--- src/rtl/ex_muldiv_ctrl.sv ---
// ============================================================================
// ex_muldiv_ctrl
// ----------------------------------------------------------------------------
// Execute-stage scheduler for the RV32M multiply/divide instructions.
//
// When the IDEX instruction is an M-extension op, the block latches the
// operand magnitudes and the result sign. It then runs an iterative radix-2
// engine: one shift-add step per cycle for multiplies, or one restoring
// subtract-shift step per cycle for divides. While the engine runs, the
// pipeline front end is stalled. The finished result is presented for one
// advance cycle, or for longer while the memory stage holds the pipe.
//
// Divide-by-zero and signed overflow skip the engine entirely. Their
// architecturally defined results are preloaded, and the block goes straight
// to DONE.
//
// Ports:
//   clk        in   clock, rising edge
//   rst_n      in   asynchronous active-low reset
//   IDEX_MdEn  in   IDEX instruction is MUL/DIV/REM class
//   IDEX_MdOp  in   funct3 of the M op (0 MUL .. 7 REMU)
//   s1, s2     in   operands after forwarding/select mux
//   EX_Flush   in   kill the EX instruction
//   Mem_Hold   in   downstream stall, EX may not advance
//   MD_Stall   out  hold PC/IFID/IDEX (combinational in the issue cycle)
//   MD_Valid   out  MD_Result is valid this cycle
//   MD_Result  out  registered multiply/divide result
//   MD_Busy    out  engine is not idle
// ============================================================================
module ex_muldiv_ctrl #(
   parameter int XLEN  = 32,
   parameter int CNT_W = 6
) (
   input  logic            clk,
   input  logic            rst_n,
   input  logic            IDEX_MdEn,
   input  logic [2:0]      IDEX_MdOp,
   input  logic [XLEN-1:0] s1,
   input  logic [XLEN-1:0] s2,
   input  logic            EX_Flush,
   input  logic            Mem_Hold,
   output logic            MD_Stall,
   output logic            MD_Valid,
   output logic [XLEN-1:0] MD_Result,
   output logic            MD_Busy
);

   typedef enum logic [1:0] {
      IDLE = 2'd0,
      CALC = 2'd1,
      DONE = 2'd2
   } state_t;

   localparam logic [2:0] OP_MUL    = 3'd0;
   localparam logic [2:0] OP_MULH   = 3'd1;
   localparam logic [2:0] OP_MULHSU = 3'd2;
   localparam logic [2:0] OP_DIV    = 3'd4;
   localparam logic [2:0] OP_REM    = 3'd6;

   localparam logic [XLEN-1:0] INT_MIN = {1'b1, {(XLEN-1){1'b0}}};

   state_t              state;
   logic [CNT_W-1:0]    count;
   logic [2:0]          op_q;
   logic                neg_q;
   logic [XLEN-1:0]     opnd_q;
   logic [2*XLEN-1:0]   acc_q;
   logic [XLEN-1:0]     result_q;
   logic                valid_q;
   logic                busy_q;

   // ----------------------------------------------------------------------
   // Issue-cycle decode.
   // Works out which operands are treated as signed and takes their
   // magnitudes. It also derives the result sign and detects the two
   // special divide cases that bypass the engine.
   // ----------------------------------------------------------------------
   logic            is_div;
   logic            s1_signed;
   logic            s2_signed;
   logic            s1_neg;
   logic            s2_neg;
   logic [XLEN-1:0] s1_mag;
   logic [XLEN-1:0] s2_mag;
   logic            res_neg;
   logic            div_zero;
   logic            div_ovf;
   logic [XLEN-1:0] fast_result;

   always_comb begin
      is_div    = IDEX_MdOp[2];
      s1_signed = (IDEX_MdOp == OP_MUL) || (IDEX_MdOp == OP_MULH) ||
                  (IDEX_MdOp == OP_MULHSU) || (IDEX_MdOp == OP_DIV) ||
                  (IDEX_MdOp == OP_REM);
      s2_signed = (IDEX_MdOp == OP_MUL) || (IDEX_MdOp == OP_MULH) ||
                  (IDEX_MdOp == OP_DIV) || (IDEX_MdOp == OP_REM);
      s1_neg    = s1_signed & s1[XLEN-1];
      s2_neg    = s2_signed & s2[XLEN-1];
      s1_mag    = s1_neg ? -s1 : s1;
      s2_mag    = s2_neg ? -s2 : s2;
      // A remainder takes the sign of the dividend.
      // Quotients and products take the XOR of the two operand signs.
      res_neg   = (is_div & IDEX_MdOp[1]) ? s1_neg : (s1_neg ^ s2_neg);
      div_zero  = is_div & (s2 == '0);
      div_ovf   = is_div & ~IDEX_MdOp[0] & (s1 == INT_MIN) & (s2 == '1);
      fast_result = '0;
      if (div_zero) begin
         fast_result = IDEX_MdOp[1] ? s1 : '1;
      end else if (div_ovf) begin
         fast_result = IDEX_MdOp[1] ? '0 : INT_MIN;
      end
   end

   // ----------------------------------------------------------------------
   // One engine step, computed from the current accumulator.
   //
   // Multiply: the low half starts as the multiplier, and the high half
   // collects partial sums. Each step conditionally adds the multiplicand
   // to the high half and shifts the 65-bit value right by one.
   //
   // Divide: the high half is the partial remainder, and the low half
   // starts as the dividend and fills with quotient bits. Each step shifts
   // left by one and subtracts the divisor if it fits.
   //
   // The final result is taken from the post-step value, so it can be
   // registered on the same edge that enters DONE.
   // ----------------------------------------------------------------------
   logic [XLEN:0]     mul_sum;
   logic [2*XLEN-1:0] mul_next;
   logic [XLEN:0]     div_shift;
   logic              div_ge;
   logic [XLEN-1:0]   div_rem;
   logic [2*XLEN-1:0] div_next;
   logic [2*XLEN-1:0] acc_next;
   logic [2*XLEN-1:0] prod_fixed;
   logic [XLEN-1:0]   div_sel;
   logic [XLEN-1:0]   final_result;

   always_comb begin
      mul_sum   = {1'b0, acc_q[2*XLEN-1:XLEN]} +
                  (acc_q[0] ? {1'b0, opnd_q} : '0);
      mul_next  = {mul_sum, acc_q[XLEN-1:1]};
      div_shift = {acc_q[2*XLEN-1:XLEN], acc_q[XLEN-1]};
      div_ge    = div_shift >= {1'b0, opnd_q};
      div_rem   = div_ge ? XLEN'(div_shift - {1'b0, opnd_q})
                         : div_shift[XLEN-1:0];
      div_next  = {div_rem, acc_q[XLEN-2:0], div_ge};
      acc_next  = op_q[2] ? div_next : mul_next;

      prod_fixed = neg_q ? -acc_next : acc_next;
      div_sel    = op_q[1] ? acc_next[2*XLEN-1:XLEN] : acc_next[XLEN-1:0];
      if (op_q[2]) begin
         final_result = neg_q ? -div_sel : div_sel;
      end else if (op_q == OP_MUL) begin
         final_result = prod_fixed[XLEN-1:0];
      end else begin
         final_result = prod_fixed[2*XLEN-1:XLEN];
      end
   end

   // ----------------------------------------------------------------------
   // Control FSM.
   // A flush always wins and returns the FSM to IDLE. In DONE the result
   // stays put until the memory stage lets the instruction advance.
   // ----------------------------------------------------------------------
   always_ff @(posedge clk or negedge rst_n) begin
      if (!rst_n) begin
         state    <= IDLE;
         count    <= '0;
         op_q     <= '0;
         neg_q    <= 1'b0;
         opnd_q   <= '0;
         acc_q    <= '0;
         result_q <= '0;
         valid_q  <= 1'b0;
         busy_q   <= 1'b0;
      end else begin
         case (state)
            IDLE: begin
               if (IDEX_MdEn && !EX_Flush) begin
                  op_q   <= IDEX_MdOp;
                  neg_q  <= res_neg;
                  count  <= '0;
                  busy_q <= 1'b1;
                  if (is_div) begin
                     opnd_q <= s2_mag;
                     acc_q  <= {{XLEN{1'b0}}, s1_mag};
                  end else begin
                     opnd_q <= s1_mag;
                     acc_q  <= {{XLEN{1'b0}}, s2_mag};
                  end
                  if (div_zero || div_ovf) begin
                     state    <= DONE;
                     result_q <= fast_result;
                     valid_q  <= 1'b1;
                  end else begin
                     state <= CALC;
                  end
               end
            end
            CALC: begin
               if (EX_Flush) begin
                  state  <= IDLE;
                  busy_q <= 1'b0;
               end else begin
                  acc_q <= acc_next;
                  count <= count + 1'b1;
                  if (count == CNT_W'(XLEN-1)) begin
                     state    <= DONE;
                     result_q <= final_result;
                     valid_q  <= 1'b1;
                  end
               end
            end
            DONE: begin
               if (EX_Flush || !Mem_Hold) begin
                  state   <= IDLE;
                  valid_q <= 1'b0;
                  busy_q  <= 1'b0;
               end
            end
            default: begin
               state   <= IDLE;
               valid_q <= 1'b0;
               busy_q  <= 1'b0;
            end
         endcase
      end
   end

   // The stall has to be raised in the issue cycle itself, before any state
   // has changed, so it is decoded directly from the inputs. A flush drops
   // the stall immediately.
   always_comb begin
      MD_Stall = ~EX_Flush &
                 (((state == IDLE) & IDEX_MdEn) | (state == CALC));
   end

   assign MD_Valid  = valid_q;
   assign MD_Result = result_q;
   assign MD_Busy   = busy_q;

endmodule

--- config.mk ---
export PLATFORM = sky130hd
export DESIGN_NAME = ex_muldiv_ctrl
export DESIGN_NICKNAME = d
export VERILOG_FILES = /design/src/rtl/ex_muldiv_ctrl.sv
export SDC_FILE = /design/constraint.sdc
export NUM_CORES = 1
export LEC_CHECK = 0
export ABC_AREA = 1
export BUFFER_PORTS_ARGS = -buffer_cell sky130_fd_sc_hd__buf_2
export CAP_MARGIN = 40
export CORE_UTILIZATION = 25
export CTS_CLUSTER_DIAMETER = 120
export DETAILED_ROUTE_END_ITERATION = 10
export SLEW_MARGIN = 10
export SYNTH_ARGS = -nofsm -noshare
export SYNTH_HDL_FRONTEND = slang
export SYNTH_SLANG_ARGS = --single-unit
--- constraint.sdc ---
create_clock -name clk -period 5.7 [get_ports clk]
set_clock_uncertainty 0.1 [all_clocks]
set_input_delay 0.855 -clock clk [delete_from_list [all_inputs] [get_ports clk]]
set_output_delay 0.855 -clock clk [all_outputs]
set_load 0.05 [all_outputs]
# Word level (Yosys, flattened, before mapping)
# Index checks and enable logic that the tools add are counted.
# classes
n_eq_ne,16
n_bitwise,13
addsub,7
order_cmp,1
muxes,43
n_reduce_logical,22
# op_table
op,count
$mux W32,18
$mux W64,4
$pmux W64 S2,1
$neg A32 Y32,3
$eq A32 B32 Y1 const B,2
$neg A64 Y64,1
$pmux W32 S2,1
$add A32 B32 Y33,1
$ge A33 B32 Y1,1
$logic_not A32 Y1,1
$sub A32 B32 Y32,1
$mux W6,2
$ne A2 B2 Y1 const B,6
$pmux W6 S2,1
$mux W2,5
$reduce_and A5 Y1,2
$and A1 B1 Y1,9
$reduce_and A3 Y1,3
$logic_or A1 B1 Y1,8
$mux W1,8
$add A6 B1 Y6 const B,1
$eq A3 B3 Y1 const B,2
$eq A6 B5 Y1 const B,1
$logic_not A3 Y1,2
15 further kinds,18
# totals
reg_bits,142
output_inout_bits,35

# Logic depth before layout (Yosys ltp)
# logic_depth
depth_word,10
mapped_depth,35
ltp_nobuf,34

# Worst setup path after synthesis
# Ideal clock, no wire load.
# synth_timing
kind,register to register
from,register acc_q[38]
to,"register result_q[22], in the netlist MD_Result[22]"
arrival_time_ps,3519
period_less_slack_ps,3736
setup_time_ps,118
stages_incl_launch_ff,34
n_path_buf,1
path_slack_ps,1964
path_cell_list,dfrtp_1 ha_1 nand2_2 inv_1 nand2_1 nand2_1 inv_1 nand3_2 nand2_4 nand2_4 nand2_4 buf_6 nand3_1 o21ai_2 ha_1 nand2_1 nor2_1 nand2_1 nor2_2 inv_1 nor2_2 nand3_2 nor2_1 nand2_1 nor2_2 nand2_1 o21ai_2 nand3_1 nand3_1 nand2_1 nand3_1 nand2_1 nand2_1 nand2_1
# synth_via
elab_chain_len,10
word_cells_on_any_way,15
classes_between,4 x add/sub; 1 x order compare; 10 x mux
# synth_lines
element,line,source
"start, declared",67,logic [2*XLEN-1:0] acc_q;
"start signal, assigned",187,"acc_q <= {{XLEN{1'b0}}, s1_mag};"
"start signal, assigned",190,"acc_q <= {{XLEN{1'b0}}, s2_mag};"
"start signal, assigned",206,acc_q <= acc_next;
$sub A32 B32 Y32 or $ge A33 B32 Y1 (tied branches),"145, 144",
$mux W32,145,"div_rem = div_ge ? XLEN'(div_shift - {1'b0, opnd_q})"
$mux W64 *,148,acc_next = op_q[2] ? div_next : mul_next;
$neg A64 Y64 or $mux W32 (tied branches),"150, 151",
$mux W64 or $neg A32 Y32 (tied branches),"150, 153",
"$mux W32, on equally long branches","154, 153",
$mux W32 *,152,if (op_q[2]) begin
$mux W32 *,208,if (count == CNT_W'(XLEN-1)) begin
$mux W32 *,202,if (EX_Flush) begin
$pmux W32 S2 *,178,case (state)
"end signal, assigned",194,result_q <= fast_result;
"end signal, assigned",210,result_q <= final_result;
"end, declared",68,logic [XLEN-1:0] result_q;
# Every way passes the cells marked *; elsewhere a longest branch is shown, timed or not. The select of a mux whose other input is x is not followed.
# A chain may end at the register's enable or synchronous reset.

# Worst setup path after layout
# layout_timing
from,register opnd_q[16]
to,"register result_q[4], in the netlist MD_Result[4]"
# layout_via
elab_chain_len,10
word_cells_on_any_way,13
classes_between,2 x add/sub; 1 x order compare; 10 x mux
# layout_lines
element,line,source
"start, declared",66,logic [XLEN-1:0] opnd_q;
"start signal, assigned",186,opnd_q <= s2_mag;
"start signal, assigned",189,opnd_q <= s1_mag;
$ge A33 B32 Y1 *,144,"div_ge = div_shift >= {1'b0, opnd_q};"
$mux W32,145,
$mux W64 *,148,
$neg A64 Y64 or $mux W32 (tied branches),"150, 151",
$mux W64 or $neg A32 Y32 (tied branches),"150, 153",
"$mux W32, on equally long branches","154, 153",
$mux W32 *,152,
$mux W32 *,208,
$mux W32 *,202,
$pmux W32 S2 *,178,
# Marked as above.

==> impl_metrics.ini <==
[die]
start_util = 0.2526
chipHeight_um = 281.8
num_rows = 102
die-area_um2 = 79380
design.core.area_um2 = 77470
ios = 107
die_w_um = 281.8

[sta]
min_period_ns = 5.300
rsz0062_at_grt = false
hold_violations = 0
tightest_slew_ns = 0.8255
fmax_ghz = 0.1887
timing.setup.tns_ns = 0
post-route-period-util = 0.9299
drv_slew = 0
final-setup-viol-count = 0
relSlewSlack = 0.4439

[clocking]
clkLatencyLatePin_ns = 0.52
clock-root-buffer = clkbuf_16
clk_pin_slew_worst_paths_ns = 0.07
hold_buffers = 0
cts_made_buffers = 17
cts-resized-gates = 0
post_cts_buffers = 0
clock-sinks = 142
cts.path.max_buffers = 2
cts-htree-levels = 4
cts_tree = done

[synthesis]
yosysSeqAreaShare = 0.1816
synth_area_um2 = 19570
synth_cell_types = 62
synth_cells = 3393
synth_nets = 3537
ys_ff_latch = 142
avgSynthCellArea_um2 = 5.766
synth_warnings = 0

[worst_setup_path]
crit_type = register to register
critPathBufInv = 6
crit_top_cell = nand2_1
crit_slowest_cell = dfrtp_1
crit_arrival_ns = 5.62
setup.worst_path.start_class = register
worst_setup_path_end_kind = register
r2r_slack_ns = 0.40
critPathTopFamily = simple AND/OR/NAND/NOR gates
max_stage_delay_ns = 0.48
worstPathRequired_ns = 6.02
worstPathMaxFanout = 6

[global_route]
grt_pass1_vias = 21496
overflow = 0
grtUsageTotal = 0.2402
grt_max_degree = 70
grt_pass1_wl_um = 140000
antenna_found_initial = 1

[routing]
first_pass_iters = 9
wl_per_cell_um = 21.37
drc = 0
ant_nets = 0
vias = 23124
routed_wl_um = 96180
initialDrtViolationCount = 2957
via_per_inst = 5.138

[cells_and_area]
final_layout_size_suffix_gt1_frac = 0.1222
syn2layout_area_growth_pct = 11.26
diodes = 0
fill_cells = 8894
fin_nets = 3592

[place]
gp_congestion = 1.035
numPortBuffers = 106
place_hpwl_um = 78840

[run]
drv_cap = 0

[outcome]
status = finished clean

[hold_path]
hold_class = input port to asynchronous set/reset pin
final cells by class:
| class | instances | area, µm² | share of cell area |
|---|---|---|---|
| multi-input combinational | 2626 | 13470 | 0.6190 |
| sequential | 142 | 3561 | 0.1636 |
| inverter | 502 | 1887 | 0.08668 |
| tap | 1040 | 1301 | 0.05978 |
| timing repair buffer | 159 | 977.2 | 0.04489 |
| clock buffer | 20 | 456.7 | 0.02098 |
| clock inverter | 12 | 110.1 | 0.005058 |
worst reg2reg max path: cells and delay by family, from the launching register on:
kind	cells	cell delay [ns]
and+or+nand+nor	19	2.40
AOI/OAI and AO/OA	5	1.11
DFF	1	0.48
adders and majority gates	2	0.63
buffers and inverters	6	0.51
cell usage after synthesis, drive strengths merged:
master | count | area [µm²]
nand2 | 1087 | 4223
inv | 500 | 1879
nor2 | 366 | 1540
nand3 | 320 | 1727
o21ai | 229 | 1244
a21oi | 150 | 818.3
dfrtp | 142 | 3553
xor2 | 77 | 674.4
ha | 70 | 875.8
clkbuf | 66 | 247.7
buf | 57 | 415.4
nand4 | 56 | 369.1
or2 | 48 | 300.3
nor3 | 34 | 222.7
a21boi | 24 | 183.9
o22ai | 24 | 150.1
nand3b | 22 | 168.9
o221ai | 22 | 192.7
o211ai | 21 | 157.7
xnor2 | 16 | 140.1
o21bai | 14 | 108.9
a22oi | 8 | 60.06
a31oi | 7 | 43.79
nor4 | 7 | 50.05
o21a | 6 | 45.04
a211oi | 4 | 30.03
and2 | 3 | 18.77
and3 | 3 | 18.77
a21o | 2 | 15.01
clkinv | 2 | 7.510
fa | 2 | 40.04
o31ai | 2 | 28.78
nor3b | 1 | 7.510
or4 | 1 | 7.510
flip-flops by register name, indices dropped and copies added, names as in the netlist:
signal,flops
MD_Result,32
opnd_q,32
count,6
MD_Busy,1
MD_Valid,1
acc_q,64
state,2
neg_q,1
op_q,3
final timing paths:
path | start | to | cells past startpoint
max in group asynchronous | rst_n | opnd_q[11]$_DFFE_PN0P_ | 2
worst min-delay path | rst_n | count[3]$_DFFE_PN0P_ | 1
worst min register to register | MD_Busy$_DFFE_PN0P_ | MD_Busy$_DFFE_PN0P_ | 2
worst max register to register | opnd_q[16]$_DFFE_PN0P_ | MD_Result[4]$_DFFE_PN0P_ | 32
worst max-delay path | opnd_q[16]$_DFFE_PN0P_ | MD_Result[4]$_DFFE_PN0P_ | 32
min in group clk | MD_Busy$_DFFE_PN0P_ | MD_Busy$_DFFE_PN0P_ | 2
placed cells by master (no fill, tap or decap), types with 45 or more instances in the layout:
cell	Yosys	layout
nand2_1	1042	1042
inv_1	481	481
nor2_1	325	324
nand3_1	298	298
o21ai_0	193	193
dfrtp_1	142	140
a21oi_1	134	134
buf_2	20	107
xor2_1	77	77
ha_1	70	70
nand4_1	53	53
buf_4	8	48
or2_2	45	45
layer usage:
metal / share of wire / GRT usage / routed length, µm
met2: 0.45 / 0.3858 / 43240
met5: 0.0010 / 0.007937 / 96
met1: 0.41 / 0.3051 / 39080
met3: 0.087 / 0.04209 / 8358
met4: 0.056 / 0.1274 / 5414
kinds of logic after synthesis:
group / count (synthesis) / share of synthesized area
compound gates: 513 / 0.1573
buf+inv: 625 / 0.1303
xor+xnor: 93 / 0.04163
fa+ha+maj: 72 / 0.04681
flops: 142 / 0.1816
simple gates: 1948 / 0.4423
per-stage QoR:
stage	cells	hold slack [ns]	utilization	instance area [µm²]	setup WS [ns]
6_report	4501	0.2309	0.2810	21770	0.3996
5_1_grt	4501	0.2695	0.2810	21770	0.1251
4_1_cts	4501	0.2467	0.2810	21770	0.6307
3_3_place_gp	4464	0.3881	0.2726	21120	0.6539
2_1_floorplan	3393	0.3539	-	19570	1.964
3_5_place_dp	4469	0.3806	0.2737	21200	0.6564
Power is left out: the tool's default activity adds up to more than one toggle a clock period on the data nets, which glitch-free logic cannot reach.
